===== src/rtl/klein_pkg.sv =====
// Shared KLEIN definitions: S-box table, iterative-layer FSM states and
// a configuration legality check used by the substitution layers.
package klein_pkg;

    // FSM states for iterative KLEIN layers
    typedef enum logic [1:0] {
        IDLE = 2'd0,
        RUN  = 2'd1,
        DONE = 2'd2
    } state_t;

    // KLEIN 4-bit S-box packed as a table; nibble k holds SBOX(k).
    // 0..F -> 7,4,A,9,1,F,B,0,C,3,2,6,8,E,D,5 (an involution)
    localparam logic [63:0] SBOX_TABLE = 64'h5DE8_623C_0BF1_9A47;

    // S-box lookup
    function automatic logic [3:0] sbox(input logic [3:0] x);
        return SBOX_TABLE[{x, 2'b00} +: 4];
    endfunction

    // Width must be whole nibbles, and the lane count must tile the nibbles
    function automatic bit legal_cfg(input int data_w, input int lanes);
        return (data_w >= 4) && ((data_w % 4) == 0) && (lanes >= 1)
            && (((data_w / 4) % lanes) == 0);
    endfunction

endpackage


===== src/rtl/sub_nibbles_iter_if.sv =====
// Valid/ready handshake bundle for the iterative nibble-substitution layer.
interface sub_nibbles_iter_if #(
    parameter int DATA_W = 64
);
    logic [DATA_W-1:0] in_data;
    logic              in_bypass;
    logic              in_valid;
    logic              in_ready;
    logic [DATA_W-1:0] out_data;
    logic              out_valid;
    logic              out_ready;

    // Block side: consumes the input request, produces the result
    modport slave (
        input  in_data, in_bypass, in_valid, out_ready,
        output in_ready, out_data, out_valid
    );

    // Producer/consumer side
    modport master (
        output in_data, in_bypass, in_valid, out_ready,
        input  in_ready, out_data, out_valid
    );
endinterface


===== src/rtl/klein_sbox.sv =====
// Single KLEIN S-box, purely combinational; shared by every KLEIN layer.
module klein_sbox
    import klein_pkg::*;
(
    input  logic [3:0] x,
    output logic [3:0] y
);
    assign y = sbox(x);
endmodule


===== src/rtl/sub_nibbles_iter.sv =====
// Iterative KLEIN substitution layer: LANES S-boxes per clock, the state
// register rotating right by one lane group per pass, so after N passes
// every nibble is back in its own position, substituted in place.
module sub_nibbles_iter
    import klein_pkg::*;
#(
    parameter int DATA_W = 64,
    parameter int LANES  = 4
) (
    input  logic             clk,
    input  logic             rst_n,
    sub_nibbles_iter_if.slave bus
);
    localparam int LW    = 4 * LANES;
    localparam int N     = DATA_W / LW;
    localparam int CNT_W = ($clog2(N + 1) > 1) ? $clog2(N + 1) : 1;
    localparam logic [CNT_W-1:0] LAST = CNT_W'(N - 1);

    if (!legal_cfg(DATA_W, LANES)) begin : g_cfg_err
        $error("sub_nibbles_iter: LANES must divide DATA_W/4, DATA_W a multiple of 4");
    end

    state_t                  state, state_nxt;
    logic [CNT_W-1:0]        cnt;
    logic [DATA_W-1:0]       sreg;
    logic                    byp;
    logic [LANES-1:0][3:0]   sub;
    logic [LW-1:0]           lane_out;
    logic [DATA_W-1:0]       rot;
    logic                    accept;

    // One S-box per lane, always looking at the low lane group
    for (genvar l = 0; l < LANES; l++) begin : g_lane
        klein_sbox u_sbox (
            .x (sreg[4*l +: 4]),
            .y (sub[l])
        );
    end

    assign lane_out = byp ? sreg[LW-1:0] : sub;

    // Processed group re-enters at the top; single-pass case has nothing to rotate
    if (LW == DATA_W) begin : g_full
        assign rot = lane_out;
    end else begin : g_rot
        assign rot = {lane_out, sreg[DATA_W-1:LW]};
    end

    assign accept = bus.in_valid && (state == IDLE);

    // FSM state register
    always_ff @(posedge clk or negedge rst_n) begin
        if (!rst_n) state <= IDLE;
        else        state <= state_nxt;
    end

    // FSM next state: last pass lands in DONE; drain blocks a same-edge accept
    always_comb begin
        state_nxt = state;
        unique case (state)
            IDLE:    if (bus.in_valid)  state_nxt = RUN;
            RUN:     if (cnt == LAST)   state_nxt = DONE;
            DONE:    if (bus.out_ready) state_nxt = IDLE;
            default:                    state_nxt = IDLE;
        endcase
    end

    // FSM outputs: handshakes are pure state decodes
    always_comb begin
        bus.in_ready  = (state == IDLE);
        bus.out_valid = (state == DONE);
    end

    // Datapath: load on accept, one lane group per RUN cycle, hold otherwise
    always_ff @(posedge clk or negedge rst_n) begin
        if (!rst_n) begin
            sreg <= '0;
            byp  <= 1'b0;
            cnt  <= '0;
        end else if (accept) begin
            sreg <= bus.in_data;
            byp  <= bus.in_bypass;
            cnt  <= '0;
        end else if (state == RUN) begin
            sreg <= rot;
            cnt  <= cnt + 1'b1;
        end
    end

    // Result comes straight off the state register
    assign bus.out_data = sreg;

endmodule


===== src/flat_wrapper.sv =====
// flat-port wrapper written by rule: the top's interface ports become plain ports
module sub_nibbles_iter_flat import klein_pkg::*;
#(
    parameter int DATA_W = 64,
    parameter int LANES  = 4
)
  (clk, rst_n, bus_in_data, bus_in_bypass, bus_in_valid, bus_out_ready, bus_in_ready, bus_out_data, bus_out_valid);
  sub_nibbles_iter_if #(.DATA_W(DATA_W)) bus_i ();
  input  logic clk;
  input  logic rst_n;
  input wire logic [$bits(bus_i.in_data)-1:0] bus_in_data;
  input wire logic [$bits(bus_i.in_bypass)-1:0] bus_in_bypass;
  input wire logic [$bits(bus_i.in_valid)-1:0] bus_in_valid;
  input wire logic [$bits(bus_i.out_ready)-1:0] bus_out_ready;
  output wire logic [$bits(bus_i.in_ready)-1:0] bus_in_ready;
  output wire logic [$bits(bus_i.out_data)-1:0] bus_out_data;
  output wire logic [$bits(bus_i.out_valid)-1:0] bus_out_valid;
  assign bus_i.in_data = bus_in_data;
  assign bus_i.in_bypass = bus_in_bypass;
  assign bus_i.in_valid = bus_in_valid;
  assign bus_i.out_ready = bus_out_ready;
  assign bus_in_ready = bus_i.in_ready;
  assign bus_out_data = bus_i.out_data;
  assign bus_out_valid = bus_i.out_valid;
  sub_nibbles_iter #(.DATA_W(DATA_W), .LANES(LANES)) u_core (.clk(clk), .rst_n(rst_n), .bus(bus_i));
endmodule

===== config.mk =====
export PLATFORM = sky130hd
export DESIGN_NAME = sub_nibbles_iter_flat
export DESIGN_NICKNAME = d
export VERILOG_FILES = /design/src/rtl/klein_pkg.sv /design/src/rtl/sub_nibbles_iter_if.sv /design/src/rtl/klein_sbox.sv /design/src/rtl/sub_nibbles_iter.sv /design/src/flat_wrapper.sv
export SDC_FILE = /design/constraint.sdc
export NUM_CORES = 1
export LEC_CHECK = 0
export ABC_CLOCK_PERIOD_IN_PS = 1800
export CAP_MARGIN = 15
export CORE_UTILIZATION = 40
export CTS_CLUSTER_SIZE = 16
export DETAILED_ROUTE_END_ITERATION = 10
export GPL_ROUTABILITY_DRIVEN = 0
export PLACE_DENSITY = 0.72
export SYNTH_ARGS = -nofsm -noshare
export SYNTH_HDL_FRONTEND = slang
export SYNTH_SLANG_ARGS = --single-unit

===== constraint.sdc =====
create_clock -name clk -period 1.8 [get_ports clk]
set_input_delay 0.36 -clock clk [delete_from_list [all_inputs] [get_ports clk]]
set_output_delay 0.36 -clock clk [all_outputs]
set_load 0.02 [all_outputs]

# --- Word level (Yosys, flattened, before mapping) ---
# Index checks and enable logic that the tools add are counted.
op_classes:
  n_addsub: 1
  n_eq_ne: 6
  n_shift: 4
  muxes: 9
  n_reduce_logical: 4
ops:
  columns: ["operator", "n"]
  rows:
  - ["$shiftx 64x7->4 const A", 4]
  - ["$mux 64", 2]
  - ["$mux 16", 1]
  - ["$mux 2", 3]
  - ["$mux 3", 2]
  - ["$pmux 2 s3", 1]
  - ["$ne 2x2->1 const B", 2]
  - ["$add 3x1->3 const B", 1]
  - ["$eq 3x2->1 const B", 1]
  - ["$reduce_and 3->1", 1]
  - ["$eq 2x1->1 const B", 1]
  - ["$eq 2x2->1 const B", 1]
  - ["$logic_not 2->1", 1]
  - ["$ne 2x1->1 const B", 1]
  - ["$reduce_bool 2->1", 1]
  - ["$logic_and 1x1->1", 1]
word_totals:
  reg_bits: 70
  input_bits: 69
  out_inout_bits: 66

# --- Longest topological paths before layout ---
logic_depth:
  depth_word: 4
  ltp_mapped: 6

# --- Cells and area by module ---
# Synthesis repeated with hierarchy kept, for this count alone.
hier_totals:
  cells_unflattened: 436
  hier_area_um2: 3898.7
by_module_without_submodules:
  columns: ["mod", "instances", "cells_each", "area_per_inst_um2"]
  rows:
  - ["sub_nibbles_iter", 1, 340, 3203.1]
  - ["klein_sbox", 4, 24, 173.9]

# --- Worst setup path before layout ---
# No wires, ideal clock.
synth_path:
  kind: "register to register"
  from: "register u_core.sreg[9] (netlist: u_core.bus.out_data[9])"
  to: "register u_core.sreg[56] (netlist: u_core.bus.out_data[56])"
  arrival_time_ns: 1.745
  slack_ns: -0.010
  stages_incl_launch_ff: 6
  path_buffers: 0
  period_less_slack_ns: 1.810
  cell_sequence: "dfrtp_1 inv_1 ha_1 mux4_2 o21ai_1 o221a_2"
synth_between:
  elab_chain_len: 4
synth_rtl:
  columns: ["item", "line_no", "rtl"]
  rows:
  - ["from (decl)", "sub_nibbles_iter.sv:25", "logic [DATA_W-1:0] sreg;"]
  - ["from (signal assigned)", "sub_nibbles_iter.sv:81", "sreg <= bus.in_data;"]
  - ["from (signal assigned)", "sub_nibbles_iter.sv:85", "sreg <= rot;"]
  - ["$shiftx 64x7->4", "klein_pkg.sv:18", "return SBOX_TABLE[{x, 2'b00} +: 4];"]
  - ["$mux 16", "sub_nibbles_iter.sv:40", "assign lane_out = byp ? sreg[LW-1:0] : sub;"]
  - ["$mux 64", "sub_nibbles_iter.sv:84", "end else if (state == RUN) begin"]
  - ["$mux 64", "sub_nibbles_iter.sv:80", "end else if (accept) begin"]
# Every way passes these cells. The select of a mux whose other input is x is not followed.
# A chain may end at the register's enable or synchronous reset.

# --- Worst setup path in the final report ---
layout_path:
  from: "register u_core.sreg[36] (netlist: u_core.bus.out_data[36])"
  to: "output port bus_out_data[36]"
layout_lines:
  columns: ["item", "line_no", "rtl"]
  rows:
  - ["to (decl)", "flat_wrapper.sv:16", "output wire logic [$bits(bus_i.out_data)-1:0] bus_out_data;"]
# No word-level cell between the ends.

==> reports/results.tsv <==
stage	metric	value	unit
logic_synthesis	sequential fraction of the synthesis area	43.7	%
route	drt via density	5.48	
critical_path	Crit path buffers/inverters	1	
critical_path	critical-path cell list	clkdlybuf4s50_1	
logic_synthesis	Mean Syn Cell Area	9.06	µm²
clock_tree	CTS root buf	clkbuf_8	
die	Site Rows	36	
global_routing	global-route wire length before repair	19.9	mm
logic_synthesis	Yosys top cell by area	dfrtp_1	
global_routing	gr usage total	25.3	%
critical_path	Critical Path Sink Type	output port	
critical_path	Data arrival, critical path	1.39	ns
logic_synthesis	top-area cell type share of the netlist area	43.7	%
clock_tree	Clock Latency Late Sink	0.36	ns
critical_path	Worst R2R End	u_core.bus.out_data[62]	
clock_tree	CTS H-tree depth	3	
route	DR DRC count	0	
die	die area	10400	µm²
critical_path	peak per-stage delay on the critical path	0.63	ns
logic_synthesis	Mapped Nets	534	
critical_path	r2r setup slk	0.10	ns
clock_tree	TritonCTS clock tree	yes	
route	ANT nets after route	0	
logic_synthesis	ys async rst share	100	%
pwr	Gate power share	61.9	%
timing	RSZ-0062 raised after global routing	no	
pwr	net switching power	5.79	mW
die	die width	102	µm
global_routing	initial antenna violation count	0	
place	PortBufs	134	
logic_synthesis	flops & latches, synth	70	
pwr	Max IR drop VDD	1110	µV
logic_synthesis	Mapped Area	4010	µm²
pwr	switching share of power	46.5	%
finish	fill cell count	876	
logic_synthesis	Post-synth top flop	dfrtp_1	
pwr	sequential share of power	26.6	%
timing	maximum clock rate	0.572	GHz
die	core area	9730	µm²
critical_path	RR Startpoint	u_core.bus.out_data[12]	
finish	Area growth, synth to finish	46.5	%
finish	number of diodes	0	
pwr	power share of the clock group	11.5	%
pwr	Int Power	6.67	mW
timing	worst-case clock skew	0.0155	ns
critical_path	R2R depth	6	
timing	Setup Viol. Count Final	0	
critical_path	Crit path max-delay family	buffers and inverters	
pwr	Power per Cell Area	2120	nW/µm²
clock_tree	number of CTS-inserted buffers	9	
logic_synthesis	synth warn	0	
finish	most common cell after layout, fill and taps aside	nand2_1	
finish	design area	5880	µm²
global_routing	largest net degree at the start of global routing	58	
route	Detailed Route WL	12.8	mm
route	via count	3953	
critical_path	crit path max fanout	3	
timing	Hold Slack	0.454	ns
logic_synthesis	Synth cell types	39	
timing	Hold Vio Cnt, Final	0	
die	Initial Util	41.2	%
logic_synthesis	Syn Inst Count	443	
clock_tree	CTS Buffer Depth	2	
clock_tree	Reg clk slew, reported paths	0.09	ns
timing	Slew @ Worst Pin	0.788	ns
critical_path	WP data required	1.44	ns
worst_hold_path	Worst Hold Class	input port to async pin	
pwr	leakage	2.70	nW
place	Detailed Place HPWL	8.88	mm
route	WL per Instance	17.8	µm
critical_path	CP max-delay cell	clkdlybuf4s50_1	
flow_run	Max Cap Viol	0	
route	Detailed Route Iter0 Violations	361	
critical_path	critical path class	flop to output port	
die	Die Ht	102	µm
logic_synthesis	synth top area cells	dfrtp_1 (44%), nand2_1 (11%), a22oi_1 (9.0%), ha_1 (6.9%), a21oi_1 (3.0%)	
outcome	status	completed	
finish	ratio of cells with drive above 1 in the final layout	11.0	%
critical_path	crit start category	flop	
timing	Rel. slew slack	47.3	%
logic_synthesis	Post-synth EDFFs	0	
timing	fin crit period	1.75	ns
global_routing	Remaining Overflow, GRT	0	
finish	Final Net Count	675	
finish	most frequent cells in the layout	nand2_1 (114), clkdlybuf4s50_1 (107), dfrtp_1 (66)	
global_routing	vias in the first global route	3789	
timing	Max Slew Vio Count	0	
route	drt first pass iters	5	
timing	Tcrit/Tclk final	97.2	%
place	area of placed instances	5610	µm²
die	num ports	135	
clock_tree	Clock Sinks	70	
[Yosys cell counts, types with 4 or more instances]
master	count
nor2b_1	9
clkbuf_1	10
inv_1	13
nand2b_1	6
a22oi_1	48
or2_0	4
a21oi_1	24
ha_1	22
a21o_1	6
mux2i_1	7
o22ai_1	6
a31oi_1	4
buf_2	24
o31ai_1	6
dfrtp_1	70
nor2_1	13
nand2_1	114
o22a_1	5
nor3_1	5
mux4_2	4
a221oi_1	4
o21ai_0	8
[area by class of cell]
cell class / count / area [µm²] / area share, %
clock inverters: 7 / 98.8 / 1.68
well taps: 133 / 166 / 2.83
multi-input cells: 324 / 2070 / 35.2
flip-flops and latches: 70 / 1760 / 29.9
inverters: 14 / 52.6 / 0.894
clock buffers: 9 / 124 / 2.11
repair buffers: 165 / 1610 / 27.5
[power by group through the flow]
stage	Clock, mW	Sequential (mW)	Combinational [mW]
final	1.44	3.31	7.70
after global placement	0	3.30	7.48
after global routing	1.51	3.43	8.38
after detailed placement	0	3.31	7.72
after CTS	1.44	3.30	7.73
after floorplan	0	3.98	3.83
[repair_timing]
item	in CTS	in global routing
hold buffers	1	0
setup endpoints to repair	71	16
resized for setup	26	12
hold endpoints to repair	26	0
pin swaps	1	1
cloned	1	0
buffers inserted	0	1
[metrics by stage]
stage	setup slack (ns)	util (%)	power [mW]	TNS, ns	instances
finish	0.0511	60.4	12.5	0	722
global route	0.00116	60.4	13.3	0	722
CTS	-0.00797	60.2	12.5	-0.00797	721
detailed placement	-0.516	57.7	11.0	-26.66	703
global placement	-0.417	57.7	10.8	-21.98	703
floorplan	0.00718	-	7.80	0	443
[state kept, by name (all words and copies together) (netlist names)]
signal / flops
u_core.cnt: 3
u_core.byp: 1
u_core.bus.out_data: 64
u_core.state: 2
[how the worst max path moves through the flow]
| stage | startpoint | endpoint | slack (ns) | depth (start not counted) |
|---|---|---|---|---|
| after floorplan | u_core.bus.out_data[13] | u_core.bus.out_data[60] | 0.007 | 5 |
| after global placement | bus_in_valid | u_core.bus.out_data[50] | -0.42 | 5 |
| after detailed placement | bus_in_valid | u_core.bus.out_data[47] | -0.52 | 5 |
| after CTS | u_core.state[1] | u_core.byp | -0.008 | 4 |
| after global routing | u_core.bus.out_data[0] | u_core.bus.out_data[48] | 0.001 | 5 |
| final | u_core.bus.out_data[36] | bus_out_data[36] | 0.05 | 1 |
[logic make-up after synthesis]
kind of cell | after synthesis | synth area share [%]
multiplexers | 13 | 4.55
flip-flops | 70 | 43.7
buffers and inverters | 50 | 5.52
AO/OA/AOI/OAI | 127 | 22.2
AND/OR/NAND/NOR | 161 | 17.2
adder cells (fa/ha/maj) | 22 | 6.86
[metal layers]
metal	GRT usage, %	routed length, µm	share of wire (%)	up-vias
met5	0	0	0	-
met1	36.4	5950	46	1920
met2	38.2	5910	46	169
met3	5.34	790	6.2	16
li1	-	-	-	1848
met4	7.47	184	1.4	0
Power figures use the tool's default switching activity.
